==> config.mk <==
export PLATFORM = sky130hd
export DESIGN_NAME = sipo_rx_ctrl
export DESIGN_NICKNAME = d
export VERILOG_FILES = /design/src/rtl/sipo_rx_pkg.sv /design/src/rtl/sipo_shift_reg.sv /design/src/rtl/sipo_rx_ctrl.sv
export SDC_FILE = /design/constraint.sdc
export NUM_CORES = 1
export LEC_CHECK = 0
export CELL_PAD_IN_SITES_DETAIL_PLACEMENT = 0
export CELL_PAD_IN_SITES_GLOBAL_PLACEMENT = 1
export CORE_MARGIN = 2
export CORE_UTILIZATION = 30
export DETAILED_ROUTE_END_ITERATION = 8
export GPL_TIMING_DRIVEN = 0
export PLACE_DENSITY_LB_ADDON = 0.1
export SYNTH_ARGS = -nofsm -noshare
export SYNTH_HDL_FRONTEND = slang
export SYNTH_SLANG_ARGS = --single-unit
==> constraint.sdc <==
create_clock -name clk -period 2.27 [get_ports clk]
set_input_delay 0.3405 -clock clk [delete_from_list [all_inputs] [get_ports clk]]
set_output_delay 0.3405 -clock clk [all_outputs]
set_load 0.005 [all_outputs]
==> src/rtl/sipo_rx_pkg.sv <==
// rtl/sipo_rx_pkg.sv - shared state encoding, line levels and counter sizing for the SIPO receiver
package sipo_rx_pkg;

    typedef enum logic [1:0] {
        ST_IDLE   = 2'd0,
        ST_DATA   = 2'd1,
        ST_PARITY = 2'd2,
        ST_STOP   = 2'd3
    } rx_state_t;

    localparam logic IDLE_LVL  = 1'b0;
    localparam logic START_LVL = 1'b1;
    localparam logic STOP_LVL  = 1'b0;

    localparam int DATA_W_DFLT = 8;

    function automatic int cnt_width(input int w);
        return (w > 1) ? $clog2(w) : 1;
    endfunction

    localparam int CNT_W_DFLT = cnt_width(DATA_W_DFLT);

endpackage

==> src/rtl/sipo_shift_reg.sv <==
// rtl/sipo_shift_reg.sv - DATA_W-bit shift-left register, serial bit enters at the LSB
module sipo_shift_reg #(
    parameter int DATA_W = 8
) (
    input  logic              clk,
    input  logic              rst,
    input  logic              clear,
    input  logic              shift_en,
    input  logic              din,
    output logic [DATA_W-1:0] q
);

    logic [DATA_W-1:0] r_q;

    always_ff @(posedge clk or negedge rst) begin
        if (!rst) begin
            r_q <= '0;
        end else if (clear) begin
            r_q <= '0;
        end else if (shift_en) begin
            r_q <= {r_q[DATA_W-2:0], din};
        end
    end

    assign q = r_q;

endmodule

==> src/rtl/sipo_rx_ctrl.sv <==
// rtl/sipo_rx_ctrl.sv - framed SIPO receive controller with one-entry valid/ready buffer
// Optional even-parity bit enabled by defining SIPO_RX_CTRL_PARITY_EN.
module sipo_rx_ctrl
    import sipo_rx_pkg::*;
#(
    parameter int DATA_W = 8
) (
    input  logic              clk,
    input  logic              rst,
    input  logic              enable,
    input  logic              serial_in,
    output logic [DATA_W-1:0] out_data,
    output logic              out_valid,
    input  logic              out_ready,
    output logic              busy,
    output logic              frame_err,
    output logic              overrun
);

    localparam int CNT_W = cnt_width(DATA_W);

    rx_state_t         r_state;
    rx_state_t         w_state_nxt;
    logic [CNT_W-1:0]  r_cnt;
    logic [CNT_W-1:0]  w_cnt_nxt;
    logic              w_clear;
    logic              w_shift;
    logic              w_stop_chk;
    logic              w_par_bad;
    logic [DATA_W-1:0] w_shift_q;
    logic [DATA_W-1:0] r_out_data;
    logic              r_out_valid;
    logic              r_frame_err;
    logic              r_overrun;
    logic              w_good;
    logic              w_bad;
    logic              w_accept;
    logic              w_load;

    sipo_shift_reg #(
        .DATA_W (DATA_W)
    ) u_shift (
        .clk      (clk),
        .rst      (rst),
        .clear    (w_clear),
        .shift_en (w_shift),
        .din      (serial_in),
        .q        (w_shift_q)
    );

    always_ff @(posedge clk or negedge rst) begin
        if (!rst) begin
            r_state <= ST_IDLE;
            r_cnt   <= '0;
        end else begin
            r_state <= w_state_nxt;
            r_cnt   <= w_cnt_nxt;
        end
    end

    // enable low overrides every state so a partial frame never reaches STOP
    always_comb begin
        w_state_nxt = r_state;
        w_cnt_nxt   = r_cnt;
        w_clear     = 1'b0;
        w_shift     = 1'b0;
        w_stop_chk  = 1'b0;
        if (!enable) begin
            w_state_nxt = ST_IDLE;
            w_cnt_nxt   = '0;
        end else begin
            case (r_state)
                ST_IDLE: begin
                    if (serial_in == START_LVL) begin
                        w_state_nxt = ST_DATA;
                        w_cnt_nxt   = '0;
                        w_clear     = 1'b1;
                    end
                end
                ST_DATA: begin
                    w_shift = 1'b1;
                    if (r_cnt == CNT_W'(DATA_W - 1)) begin
                        w_cnt_nxt = '0;
`ifdef SIPO_RX_CTRL_PARITY_EN
                        w_state_nxt = ST_PARITY;
`else
                        w_state_nxt = ST_STOP;
`endif
                    end else begin
                        w_cnt_nxt = r_cnt + CNT_W'(1);
                    end
                end
                ST_PARITY: begin
`ifdef SIPO_RX_CTRL_PARITY_EN
                    w_state_nxt = ST_STOP;
`else
                    w_state_nxt = ST_IDLE;
`endif
                end
                ST_STOP: begin
                    w_stop_chk  = 1'b1;
                    w_state_nxt = ST_IDLE;
                end
                default: begin
                    w_state_nxt = ST_IDLE;
                end
            endcase
        end
    end

`ifdef SIPO_RX_CTRL_PARITY_EN
    logic r_par_err;

    always_ff @(posedge clk or negedge rst) begin
        if (!rst) begin
            r_par_err <= 1'b0;
        end else if (enable && r_state == ST_PARITY) begin
            r_par_err <= (^w_shift_q) ^ serial_in;
        end
    end

    assign w_par_bad = r_par_err;
`else
    assign w_par_bad = 1'b0;
`endif

    assign w_good   = w_stop_chk && (serial_in == STOP_LVL) && !w_par_bad;
    assign w_bad    = w_stop_chk && !w_good;
    assign w_accept = r_out_valid && out_ready;
    assign w_load   = w_good && (!r_out_valid || out_ready);

    always_ff @(posedge clk or negedge rst) begin
        if (!rst) begin
            r_out_data  <= '0;
            r_out_valid <= 1'b0;
            r_frame_err <= 1'b0;
            r_overrun   <= 1'b0;
        end else begin
            r_frame_err <= w_bad;
            r_overrun   <= w_good && r_out_valid && !out_ready;
            if (w_load) begin
                r_out_data  <= w_shift_q;
                r_out_valid <= 1'b1;
            end else if (w_accept) begin
                r_out_valid <= 1'b0;
            end
        end
    end

    assign out_data  = r_out_data;
    assign out_valid = r_out_valid;
    assign frame_err = r_frame_err;
    assign overrun   = r_overrun;
    assign busy      = (r_state != ST_IDLE);

endmodule

# ---- Yosys cells after proc, flatten, opt, wreduce, memory -nomap -nowiden
# Cells that the tools add are included.
# W data, S select, Z words.
dict set report totals {
  regBits 24
  latch_bits 0
  ramBits 0
  romBits 0
  in_bits 5
  word_cells 52
  mem_count 0
}
dict set report op_classes {
  n_addsub 1
  mul 0
  n_div 0
  magnitude_cmp 0
  eq_ne 7
  shift 0
  mux 19
  bitwise 1
  n_reduce_logical 17
}
# op count
set ops {}
lappend ops {{$mux W8} 2}
lappend ops {{$mux W1} 9}
lappend ops {{$mux W3} 3}
lappend ops {{$logic_and A1 B1 Y1} 6}
lappend ops {{$mux W2} 3}
lappend ops {{$ne A3 B3 Y1 const B} 2}
lappend ops {{$pmux W2 S3} 1}
lappend ops {{$pmux W3 S2} 1}
lappend ops {{$reduce_bool A2 Y1} 3}
lappend ops {{$eq A2 B2 Y1 const B} 2}
lappend ops {{$reduce_and A2 Y1} 2}
lappend ops {{$add A3 B1 Y3 const B} 1}
lappend ops {{$eq A3 B3 Y1 const B} 1}
lappend ops {{$logic_not A1 Y1} 3}
lappend ops {{$ne A3 B1 Y1 const B} 1}
lappend ops {{$eq A2 B1 Y1 const B} 1}
lappend ops {{$logic_not A2 Y1} 1}
lappend ops {{$reduce_or A2 Y1} 1}
lappend ops {{$logic_or A1 B1 Y1} 1}
lappend ops {{$not A1 Y1} 1}

# ---- Depth between registers and ports, before layout
# Gate-level depths: netlist of run 1.
dict set report depth {
  ltp_word 6
  ltp_mapped 4
}

# ---- By module
# Synthesis of run 1 repeated with hierarchy kept, for this count alone.
dict set report hier_totals {
  hier_cells 73
  area_unflattened_um2 1036.0
}
# module instances cells_each area_each_um2 seq_area_each_um2
set modules_own_cells {}
lappend modules_own_cells {sipo_rx_ctrl 1 47 710.7 400.4}
lappend modules_own_cells {sipo_shift_reg 1 26 325.3 200.2}

# ---- Least setup slack after synthesis of run 1
# No wires, ideal clock.
dict set report synth_timing {
  path_type {input port to flip-flop}
  from {in serial_in}
  to {reg r_out_data[0], in the netlist out_data[0]}
  setup_ns 0.125
  arrival_time_ns 1.122
  required_ns 2.145
  slack_ns 1.023
  path_stages 4
  n_path_buf 1
  path_cell_list {nand4b_2 > nor2b_2 > buf_6 > mux2_4}
}
dict set report synth_via {
  elab_chain_cells 3
}
# element line
set synth_lines {}
lappend synth_lines {{start, declared} sipo_rx_ctrl.sv:11} ;# input logic serial_in,
lappend synth_lines {{$not A1 Y1} sipo_rx_ctrl.sv:127} ;# assign w_good = w_stop_chk && (serial_in == STOP_LVL) && !w_par_bad;
lappend synth_lines {{$logic_and A1 B1 Y1} sipo_rx_ctrl.sv:127}
lappend synth_lines {{$logic_and A1 B1 Y1} sipo_rx_ctrl.sv:130} ;# assign w_load = w_good && (!r_out_valid || out_ready);
lappend synth_lines {{end signal, assigned} sipo_rx_ctrl.sv:142} ;# r_out_data <= w_shift_q;
lappend synth_lines {{end, declared} sipo_rx_ctrl.sv:31} ;# logic [DATA_W-1:0] r_out_data;
# No other way between the ends.
# A chain may end at the register's enable or synchronous reset.

# ---- Worst setup path in the final report of run 1
dict set report layout_timing {
  from {reg r_state[1]}
  to {out busy}
}
dict set report layout_via {
  elab_chain_cells 1
}
# element line
set layout_lines {}
lappend layout_lines {{start, declared} sipo_rx_ctrl.sv:22} ;# rx_state_t r_state;
lappend layout_lines {{start signal, assigned} sipo_rx_ctrl.sv:56} ;# r_state <= w_state_nxt;
lappend layout_lines {{$reduce_bool A2 Y1} sipo_rx_ctrl.sv:154} ;# assign busy = (r_state != ST_IDLE);
lappend layout_lines {{end, declared} sipo_rx_ctrl.sv:15} ;# output logic busy,
# No other way between the ends.

==> reports/qor.yml, run 1 <==
status: "finished, final reports clean"
synthTopCellsByArea: "dfrtp_1 61%, mux2_4 12%, a22o_1 7.2%"
start_util: 0.318
clock_latency_ps: 310
hold_viol: 0
antenna_cells: 0
fin_crit_sh: 0.807
synthCells: 64
post-route-min-period_ps: 1830
post-dp-hpwl_mm: 1.08
p_per_area_nw_per_um2: 578
root_buffer: "clkbuf_4"
finClkSkew_ps: 7.01
fin_setup_tns_ps: 0
arrival_ps: 1490
path_class: "flop to output pin"
fill_cells: 298
synth.most_common_cell: "dfrtp_1"
crit_path_start_kind: "flop"
cts_tree: "built"
syn_nets: 71
chipWidth_um: 61.1
gr-usage-all-layers: 0.0959
critical_path_required_ps: 1930
slowest_delay_ps: 440
layout-drive-gt1-share: 0.250
startpoint: "r_state[1]"
cts.sinks: 24
viasPerCell: 4.52
max_cap_violations: 0
cp_cell_sequence: "or2_2 > clkdlybuf4s50_1"
timing.rr.end: "u_shift.q[1]"
irDropWorstVdd_mv: 0.468
grt_overflow: 0
grt_pass1_vias: 545
hp-class: "flop to flop"
synthFlopType: "dfrtp_1"
synthArstFlopShare: 1.00
critical_path.slowest_cell: "dfrtp_1"
drtAntennaViolNets: 0
synth_top_area_frac: 0.613
io_pins: 17
rows: 20
cts_setup_buffers: 0
grt_pass1_wl_mm: 2.57
end_kind: "output pin"
synth_cell_type_count: 22
place_congestion: 0.731
die_height_um: 61.1
grt_max_degree: 25
multi_input_area_sq_um: 344
remaining_drc_errors: 0
firstDrtPassIters: 4
finalPower_mw: 0.712
hold_buffers: 0
rsz0062_at_grt: "false"
final_core_util: 0.400
r2r_setup_slack_ps: 920
r2r_cells: 4
drt-initial-drc-count: 13
port_buffers: 16
synthesis.area_sq_um: 980
synth-seq-cells: 24
nets: 92
r2r-start: "r_state[1]"
ys_top_cells_by_count: "24 x dfrtp_1, 8 x a22o_1, 8 x mux2_4"
die_area_sq_um: 3740
cts_resized: 0
htree_levels: 1
synth_warnings: 0
setup_viol_count_final: 0
ys_seq_area_frac: 0.613
slew-limit-headroom: 0.308
maxSlewViolCount: 0
clk_pin_slew_ps: 130
worstSetupEndpoint: "busy"
seq_area_sq_um: 601
worst_pin_slew_ps: 1030
clock_path_buffers: 2
syn_avg_cell_area_sq_um: 15.3
detail_route.wl_per_cell_um: 12.0
cts_buffers: 3
core-area_sq_um: 3080
wirelength_mm: 1.53
antenna_found_initial: 0
fmax_ghz: 0.546
p_leak_nw: 0.613
yosys.area.top_type: "dfrtp_1"
cp_max_fo: 5
syn_to_final_growth_pct: 25.7
synth_edf_count: 0
vias: 579
sequential cells by signal, indices dropped and copies added, names as in the netlist:
name       count
overrun        1
r_cnt          3
out_valid      1
u_shift.q      8
out_data       8
r_state        2
frame_err      1
stage by stage:
step | cells | area (sq um) | setup WS [ps] | hold WS (ps)
5_1_grt | 128 | 1230 | 376 | 549
6_report | 128 | 1230 | 438 | 523
3_5_place_dp | 124 | 1190 | 358 | 493
4_1_cts | 128 | 1230 | 424 | 526
3_3_place_gp | 124 | 1190 | 381 | 489
2_1_floorplan | 64 | 980 | 1020 | 44.9
routing by layer:
metal,global-route usage,wire length [um],vias to the layer above,share of wire
met2,0.137,706,18,0.46
met5,0,0,-,0
met4,0.0311,12,0,0.0078
met1,0.131,718,286,0.47
li1,-,-,273,-
met3,0.0420,96,2,0.063
cell families after synthesis:
family / Yosys count / synth area share
buffers and inverters: 5 / 0.0358
AOI/OAI and AO/OA: 12 / 0.107
adders and majority gates: 2 / 0.0255
and+or+nand+nor: 13 / 0.0958
muxes: 8 / 0.123
DFF: 24 / 0.613
area by class of cell:
| type | count | share of cell area |
|---|---|---|
| Inverter | 2 | 0.00610 |
| Sequential cell | 24 | 0.488 |
| Buffer | 3 | 0.0224 |
| Tap cell | 44 | 0.0447 |
| Clock buffer | 4 | 0.0295 |
| Multi-Input combinational cell | 35 | 0.279 |
| Timing Repair Buffer | 16 | 0.130 |
report_power, final:
| group | internal, mW | switching (mW) | total, mW | leakage [nW] |
|---|---|---|---|---|
| combinational | 0.0217 | 0.0230 | 0.0447 | 0.260 |
| clock | 0.0979 | 0.125 | 0.223 | 0.0210 |
| sequential | 0.437 | 0.00763 | 0.444 | 0.332 |
worst min path at each step:
stage | start | to | slack (ps) | cells past startpoint
2_1_floorplan | rst | frame_err | 40 | 0
3_3_place_gp | u_shift.q[7] | u_shift.q[7] | 490 | 1
3_5_place_dp | u_shift.q[7] | u_shift.q[7] | 490 | 1
4_1_cts | u_shift.q[7] | u_shift.q[7] | 530 | 1
5_1_grt | out_data[0] | out_data[0] | 550 | 1
6_report | u_shift.q[7] | u_shift.q[7] | 520 | 1
placed cells by master (no fill, tap or decap), types with 2 or more instances in the layout:
master,instances
a22o_1,8
a32o_1,2
buf_6,2
clkbuf_4,3
clkdlybuf4s50_1,16
dfrtp_1,24
ha_1,2
inv_1,2
mux2_4,8
nor2_1,2
worst max-delay path, delay by kind of cell (launching register included):
kind | cells | cell delay (ps)
flip-flops | 1 | 440
buffers and inverters | 1 | 440
AND/OR/NAND/NOR | 1 | 300
No activity file was read; power rests on OpenSTA's default activity.
==> run 2: changes to the inputs <==
- clock period: 2.27 -> 1.6 ns (I/O delays scaled with it)
==> run 2 against run 1 <==
  * Sequential share of layout area decreased by 0.54 points
  * Setup slack got worse by 320 ps
  * Highest routed layer unchanged
  * Critical path type unchanged
  * Final cell count increased by 1.6%
==> reports/qor.yml, run 2 (synthesis results as in run 1) <==
io_pins: 17
drtAntennaViolNets: 0
syn_to_final_growth_pct: 27.1
hold_viol: 0
layout_commonest_cell: "dfrtp_1"
grt_pass1_vias: 558
cpLargestDelayFamily: "flip-flops"
slew-limit-headroom: 0.304
grt_overflow: 0
clk_pin_slew_ps: 130
die_height_um: 61.1
hold_buffers: 0
setup_viol_count_final: 0
detail_route.wl_per_cell_um: 11.9
place_congestion: 0.731
clock_latency_ps: 310
finClkSkew_ps: 4.92
p_leak_nw: 0.626
post-dp-hpwl_mm: 1.08
post-route-min-period_ps: 1480
startpoint: "r_state[1]"
viasPerCell: 4.49
nets: 94
worst_hold_slack_ps: 481
r2r_setup_slack_ps: 180
slowest_delay_ps: 390
firstDrtPassIters: 4
start_util: 0.318
arrival_ps: 1240
grt_max_degree: 25
status: "finished, final reports clean"
port_buffers: 16
grt_pass1_wl_mm: 2.62
worst_pin_slew_ps: 1040
die_area_sq_um: 3740
fin_crit_sh: 0.927
gr-usage-all-layers: 0.0972
fin_setup_tns_ps: 0
r2r-start: "r_state[1]"
cp_max_fo: 2
irDropWorstVdd_mv: 0.658
p_per_area_nw_per_um2: 811
antenna_found_initial: 0
maxSlewViolCount: 0
critical_path_required_ps: 1360
rows: 20
rsz0062_at_grt: "false"
critical_path.slowest_cell: "dfrtp_1"
drt-initial-drc-count: 10
remaining_drc_errors: 0
hp-class: "primary input to asynchronous set/reset pin"
path_class: "flop to output pin"
fmax_ghz: 0.674
antenna_cells: 0
root_buffer: "clkbuf_4"
cts.sinks: 24
final_core_util: 0.404
cts_tree: "built"
core-area_sq_um: 3080
mostFrequentLayoutCells: "24 x dfrtp_1, 15 x clkdlybuf4s50_1, 8 x mux2_4, 8 x a22o_1, 3 x clkbuf_4"
cp_cell_sequence: "or2_2 > dlygate4sd2_1"
end_kind: "output pin"
htree_levels: 1
crit_path_start_kind: "flop"
layout-drive-gt1-share: 0.267
vias: 584
cts_buffers: 3
max_cap_violations: 0
finalPower_mw: 1.01
path_buf_inv: 1
wirelength_mm: 1.55
chipWidth_um: 61.1
clock_path_buffers: 2
-- run 2: cell count changes in the layout (fill, tap and decap cells not counted) --
cell             previous run  this run
clkdlybuf4s50_1            16        15
buf_4                       0         2
dlygate4sd2_1               0         1
-- run 2: path summary, 6_finish.rpt --
| kind | end | cells after the start |
|---|---|---|
| setup / recovery | busy | 2 |
| hold / removal | r_state[1] | 1 |
| setup reg to reg | u_shift.q[1] | 5 |
| hold reg to reg | u_shift.q[7] | 1 |
| max in group asynchronous | u_shift.q[1] | 1 |
| min in group clk | u_shift.q[7] | 1 |
-- run 2: power by group --
part | leakage (nW) | switching (mW) | internal [mW] | total, mW
clock network | 0.0210 | 0.176 | 0.139 | 0.315
logic | 0.273 | 0.0343 | 0.0317 | 0.0660
registers | 0.332 | 0.00968 | 0.619 | 0.629
-- run 2: per-stage QoR --
stage | setup slack, ps | instances | instance area, sq um
after floorplan | 376 | 64 | 980
after global placement | -189 | 124 | 1190
after detailed placement | -211 | 124 | 1190
after CTS | 96.9 | 130 | 1240
after global routing | 48.6 | 130 | 1240
final | 116 | 130 | 1240
-- run 2: final cells by class --
class	count	area (sq um)
Fill cell	298	1830
Clock buffer	4	36.3
Buffer	3	27.5
Multi-Input combinational cell	35	344
Inverter	2	7.51
Tap cell	44	55.1
Sequential cell	24	601
Timing Repair Buffer	18	174
-- run 2: layer usage --
metal  part of all wire  global-route usage
met5                  0                   0
met1               0.46               0.132
met3              0.062              0.0420
met2               0.47               0.140
met4             0.0077              0.0311
-- run 2: repair_timing --
item	CTS	global route
setup buffers	2	0
resized for setup	1	0
setup endpoints to repair	1	0
==> run 3: changes to the inputs <==
- CAP_MARGIN: not set -> 10
==> results of run 3 <==
Same layout as run 2: the final DEF is identical, and so are final timing and power.
